===== src/rtl/bg_scene_sequencer.sv =====
// Frame-rate background scene sequencer: steps background_state on vsync
// boundaries with pause/skip control; all outputs change only at frame edges.
module bg_scene_sequencer #(
  parameter int unsigned FRAMES_PER_SCENE = 120,
  parameter int unsigned NUM_SCENES       = 11,
  parameter logic [5:0]  INIT_COLOR       = 6'b110000
) (
  input  logic       clk,
  input  logic       rst_n,
  input  logic       vsync,
  input  logic       pause,
  input  logic       skip,
  output logic [7:0] background_state,
  output logic [5:0] solid_color,
  output logic [9:0] moving_counter,
  output logic       frame_tick,
  output logic       scene_change,
  output logic       paused
);

  typedef enum logic [1:0] {IDLE, RUN, PAUSED} state_e;

  localparam logic [9:0] LAST_FRAME = 10'(FRAMES_PER_SCENE - 1);
  localparam logic [7:0] LAST_SCENE = 8'(NUM_SCENES - 1);

  state_e     state_q, state_d;
  logic       vsync_q;
  logic [7:0] scene_q, scene_d;
  logic [5:0] color_q, color_d;
  logic [9:0] mcnt_q, mcnt_d;
  logic [9:0] fcnt_q, fcnt_d;
  logic       skip_pend_q, skip_pend_d;
  logic       tick_q, tick_d;
  logic       chg_q, chg_d;
  logic       rise, skip_eff, advance;

  // vsync_q resets high so a vsync held high through reset release is not an edge
  assign rise     = vsync & ~vsync_q;
  assign skip_eff = skip_pend_q | skip;

  always_ff @(posedge clk or negedge rst_n) begin
    if (!rst_n) begin
      state_q     <= IDLE;
      vsync_q     <= 1'b1;
      scene_q     <= '0;
      color_q     <= INIT_COLOR;
      mcnt_q      <= '0;
      fcnt_q      <= '0;
      skip_pend_q <= 1'b0;
      tick_q      <= 1'b0;
      chg_q       <= 1'b0;
    end else begin
      state_q     <= state_d;
      vsync_q     <= vsync;
      scene_q     <= scene_d;
      color_q     <= color_d;
      mcnt_q      <= mcnt_d;
      fcnt_q      <= fcnt_d;
      skip_pend_q <= skip_pend_d;
      tick_q      <= tick_d;
      chg_q       <= chg_d;
    end
  end

  always_comb begin
    state_d     = state_q;
    scene_d     = scene_q;
    color_d     = color_q;
    mcnt_d      = mcnt_q;
    fcnt_d      = fcnt_q;
    skip_pend_d = skip_eff;
    tick_d      = 1'b0;
    advance     = 1'b0;
    if (rise) begin
      tick_d = (state_q != IDLE);
      unique case (state_q)
        IDLE:   state_d = pause ? PAUSED : RUN;
        RUN: begin
          if (pause) begin
            state_d = PAUSED;
            advance = skip_eff;
          end else if (fcnt_q == LAST_FRAME || skip_eff) begin
            advance = 1'b1;
          end else begin
            fcnt_d = fcnt_q + 10'd1;
            mcnt_d = mcnt_q + 10'd1;
          end
        end
        PAUSED: begin
          // Resuming frame is not counted; a pending skip still advances
          if (!pause) state_d = RUN;
          advance = skip_eff;
        end
        default: state_d = IDLE;
      endcase
    end
    if (advance) begin
      fcnt_d      = '0;
      mcnt_d      = '0;
      skip_pend_d = 1'b0;
      if (scene_q == LAST_SCENE) begin
        scene_d = '0;
        color_d = {color_q[3:0], color_q[5:4]};
      end else begin
        scene_d = scene_q + 8'd1;
      end
    end
    chg_d = advance;
  end

  always_comb begin
    background_state = scene_q;
    solid_color      = color_q;
    moving_counter   = mcnt_q;
    frame_tick       = tick_q;
    scene_change     = chg_q;
    paused           = (state_q == PAUSED);
  end

endmodule


===== config.mk =====
export PLATFORM = sky130hd
export DESIGN_NAME = bg_scene_sequencer
export DESIGN_NICKNAME = d
export VERILOG_FILES = /design/src/rtl/bg_scene_sequencer.sv
export SDC_FILE = /design/constraint.sdc
export NUM_CORES = 1
export LEC_CHECK = 0
export CAP_MARGIN = 10
export CORE_AREA = 5 5 107 69
export CTS_BUF_LIST = sky130_fd_sc_hd__clkbuf_8
export DETAILED_ROUTE_END_ITERATION = 16
export DIE_AREA = 0 0 112 74
export PLACE_DENSITY = 0.57
export REMOVE_ABC_BUFFERS = 1
export SETUP_SLACK_MARGIN = 0.2
export SLEW_MARGIN = 5
export SYNTH_ARGS = -nofsm -noshare
export SYNTH_HDL_FRONTEND = slang
export SYNTH_SLANG_ARGS = --single-unit
export TNS_END_PERCENT = 30

===== constraint.sdc =====
create_clock -name clk -period 4.85 [get_ports clk]
set_input_delay 0.485 -clock clk [delete_from_list [all_inputs] [get_ports clk]]
set_output_delay 0.485 -clock clk [all_outputs]
set_load 0.02 [all_outputs]

==> results.txt <==
- The max-slew violation count was 0.
* H-Tree Level Count: 2
- In this run the worst setup path begins at pause.
- Largest cells by area after synthesis: sky130_fd_sc_hd__dfrtp_1 (44%), sky130_fd_sc_hd__or4_1 (4.6%), sky130_fd_sc_hd__ha_1 (4.1%)
- The critical path is of the input pin to flip-flop type.
- Max Root-Sink Buffers: 2
- Combined area of the multi-input logic cells: 0.00105 mm^2
* Cell with the largest stage delay on the worst path: sky130_fd_sc_hd__nor2_2
- Estimated wirelength of the detail-placed design: 3.36 mm
- For this run, design rule violations remaining after detail routing come to 0.
- Overall via count from detail_route: 1713
* Ys flop type: sky130_fd_sc_hd__dfrtp_1
- Worst Path Arrival: 3.13 ns
- Standard-cell rows: 23
- STA classifies the critical path endpoint as a flip-flop.
- For this run, asynchronously set or reset flops after synthesis account for 100%.
- The worst-case IR drop observed on VDD is 0.132 mV.
* Y dimension of the die: 74 um
- Vias in the first global route: between 1500 and 2000
* Number of buffers inserted by post-CTS setup repair: 0
- Number of warnings reported in the yosys synthesis log: 0
- The layout has 642 filler cells.
- The area growth from synthesis to layout is 22.3%.
- Count of routing violations after the opening detailed-route iteration: 75
- Cts repair resizes: 0
* Power per unit of standard cell area: 352 mW/mm^2
- The tool flagged a number of max-cap violations equal to 0.
- Top layer reached by signal wires: met4
- Share of final-layout standard cells stronger than drive strength 1: 12.1%
* Final min period: roughly 3.0 ns
- The cell family contributing the most delay on the critical path is simple AND/OR/NAND/NOR gates.
- Total number of nets in the final design: 242
* Global-route usage over all layers: 12.4%
- Clk root buf: sky130_fd_sc_hd__clkbuf_8
- The run finished with clean final reports.
- Hold crit path type: input pin to async pin
- Setup repair after global routing missed its margin: no
* Nature of the critical path startpoint: input pin
* Effective utilization at floorplan: 33.4%
- The worst pin sits at a relative slew slack of 33.8%.
- Leading post-synthesis cells by instance count: sky130_fd_sc_hd__dfrtp_1 (37), sky130_fd_sc_hd__a21oi_1 (15), sky130_fd_sc_hd__nand3_1 (14)
- Among all cell types in the netlist, the one instantiated most often is sky130_fd_sc_hd__dfrtp_1.
* Top-Level Pins: 32
- CTS saw 40 sinks.
* Largest stage delay on the critical path: just over 0.8 ns
* Maximum number of pins on one net before global-route repair: between 40 and 50
* Syn Area/Cell: 10.6 um^2
- Max Clk Rate: 0.334 GHz
- Amount of wire on met2 after detailed routing: 1.97 mm
- At the end of routability-driven placement, the weighted congestion stood at around 0.80.
- In this run the horizontal extent of the chip is 112 um.
- Number of distinct library cells after synthesis: 42
* Post-DR vias/cell: 5.39
* CTS clock-pin slew for the worst setup and hold paths: 0.08 ns
- Setup TNS: 0 ns
- Number of hold buffers added after cts: 0
- The synthesized design contains 0 enable-type register cells.
- Sum of routed wire segments on met1: 2.64 mm
- Total power after layout: roughly 0.92 mW
- Crit path cell chain: clkdlybuf4s50_1 > or4b_1 > o31a_1 > nor2_2 > o21ai_0
* Inserted Clock Buffers: 5
- The floorplan step defined a die boundary enclosing 0.00829 mm^2.
* Router iterations before antenna repair: 4
- The routed design uses 310 um of met3 wire.
- The largest total area in the synthesized netlist belongs to sky130_fd_sc_hd__dfrtp_1.
- Proportion of netlist area held by the largest area contributor: 43.5%
- Synthesis handed over a netlist of 200 instances.
- Worst path required time: between 4 and 5 ns
- In the final routed layout, each cell accounts on average for ~16 um.
- At the pin with the least slew margin, the transition time is 0.991 ns.
- CP max FO: 23
- Worst clock skew: 0.00371 ns
* Critical path buffer and inverter count: 1
* Detailed Route WL: around 5.0 mm
- Final period util: about three fifths
- Sequential cells were found to cover 47.2% of the synthesized design area.
- Antenna diodes: 0
* Hold violation count in the final report: 0
- Residual antenna-violating net count after detailed routing: 0
* Count of input and output buffers: 31
* Startpoint of the lowest-slack register-to-register path: state_q[1]
- Clock tree from TritonCTS: done
- Post-route core utilization: 40.9%
- First-pass GRT wire length: 8.27 mm
* Cell leakage power: 1.07 nW
- The synthesized design contains 40 register bits.
- Post-synthesis instance area: 0.00213 mm^2
- Seq. cell area: 0.00100 mm^2
- Grt ovf: 0
- Setup violations remaining at the end of the flow were counted as 0.
* Skew-Pair Late Insertion Delay: 0.29 ns
* Core ar.: 0.00636 mm^2
- The initial antenna violation count came to 0.
[power by group]
group,switching [mW],internal [mW]
Sequential,0.0432,0.367
Combinational,0.170,0.103
Clock,0.120,0.114
Total,0.333,0.584
[cells in the final DEF, fill, tap and decap left out, types with 2 or more instances in the layout]
master and n:
sky130_fd_sc_hd__nand3_1 14, sky130_fd_sc_hd__clkbuf_8 6, sky130_fd_sc_hd__o21ai_0 9, sky130_fd_sc_hd__nor3_1 3, sky130_fd_sc_hd__mux2_2 7, sky130_fd_sc_hd__or3_1 4, sky130_fd_sc_hd__clkdlybuf4s50_1 30, sky130_fd_sc_hd__a21oi_1 15
sky130_fd_sc_hd__clkinv_2 2, sky130_fd_sc_hd__o31a_1 2, sky130_fd_sc_hd__and2_1 3, sky130_fd_sc_hd__o41ai_1 2, sky130_fd_sc_hd__and3_1 5, sky130_fd_sc_hd__nand2_1 7, sky130_fd_sc_hd__buf_4 2, sky130_fd_sc_hd__or4_1 13
sky130_fd_sc_hd__ha_1 7, sky130_fd_sc_hd__xor2_1 7, sky130_fd_sc_hd__nor2_1 8, sky130_fd_sc_hd__dfstp_2 3, sky130_fd_sc_hd__o31ai_1 11, sky130_fd_sc_hd__mux2i_1 2, sky130_fd_sc_hd__inv_1 7, sky130_fd_sc_hd__nor4_4 2
sky130_fd_sc_hd__dfrtp_1 37, sky130_fd_sc_hd__nand4_1 4, sky130_fd_sc_hd__and4_1 3
[final cells by class]
| class | instances | share of cell area (%) |
|---|---|---|
| clock buffers | 6 | 3.17 |
| clock inverters | 2 | 0.385 |
| inverters | 7 | 1.01 |
| multi-input cells | 143 | 40.3 |
| flip-flops and latches | 40 | 38.6 |
| well taps | 87 | 4.18 |
| repair buffers | 33 | 12.3 |
[registers in the layout (all words and copies together) (netlist names)]
| register | cells |
|---|---|
| skip_pend_q | 1 |
| scene_change | 1 |
| moving_counter | 10 |
| vsync_q | 1 |
| fcnt_q | 10 |
| background_state | 8 |
| solid_color | 6 |
| state_q | 2 |
| frame_tick | 1 |
[per-layer routing]
| layer | GRT usage, % | up-vias |
|---|---|---|
| li1 | - | 825 |
| met2 | 17.3 | 41 |
| met3 | 4.23 | 5 |
| met1 | 18.5 | 842 |
| met5 | 0 | - |
| met4 | 2.93 | 0 |
[worst reg2reg max path, delay by kind of cell, from the launching register on]
| kind | cells | cell delay, ns |
|---|---|---|
| buf+inv | 1 | 0.14 |
| flops | 1 | 0.40 |
| simple gates | 2 | 1.28 |
| compound gates | 2 | 0.71 |
| fa+ha+maj | 1 | 0.24 |
[cells by family (layout without fill, tap and decap cells)]
group | after synthesis | in the layout | synth area share [%]
multiplexers | 9 | 9 | 4.65
XOR/XNOR | 7 | 7 | 2.88
buffers and inverters | 17 | 48 | 3.76
adder cells (fa/ha/maj) | 7 | 7 | 4.12
flip-flops | 40 | 40 | 47.2
AO/OA/AOI/OAI | 44 | 44 | 13.0
AND/OR/NAND/NOR | 76 | 76 | 24.4
[final timing paths]
kind	to	slack, ns	cells after the start
min in group clk	state_q[0]	0.50	1
max in group asynchronous	moving_counter[4]	3.96	1
max	moving_counter[1]	1.86	5
max reg2reg	moving_counter[1]	1.93	6
min	state_q[0]	0.32	1
min reg2reg	state_q[0]	0.50	1
[through the flow]
step	instance area (um^2)	hold WS [ns]	cells	setup slack [ns]
floorplan	2070	0.189	190	1.82
global placement	2510	0.493	310	1.61
detailed placement	2510	0.493	310	1.52
CTS	2600	0.351	318	1.83
global route	2600	0.408	318	1.62
finish	2600	0.321	318	1.86
No activity file was read; power rests on OpenSTA's default activity.
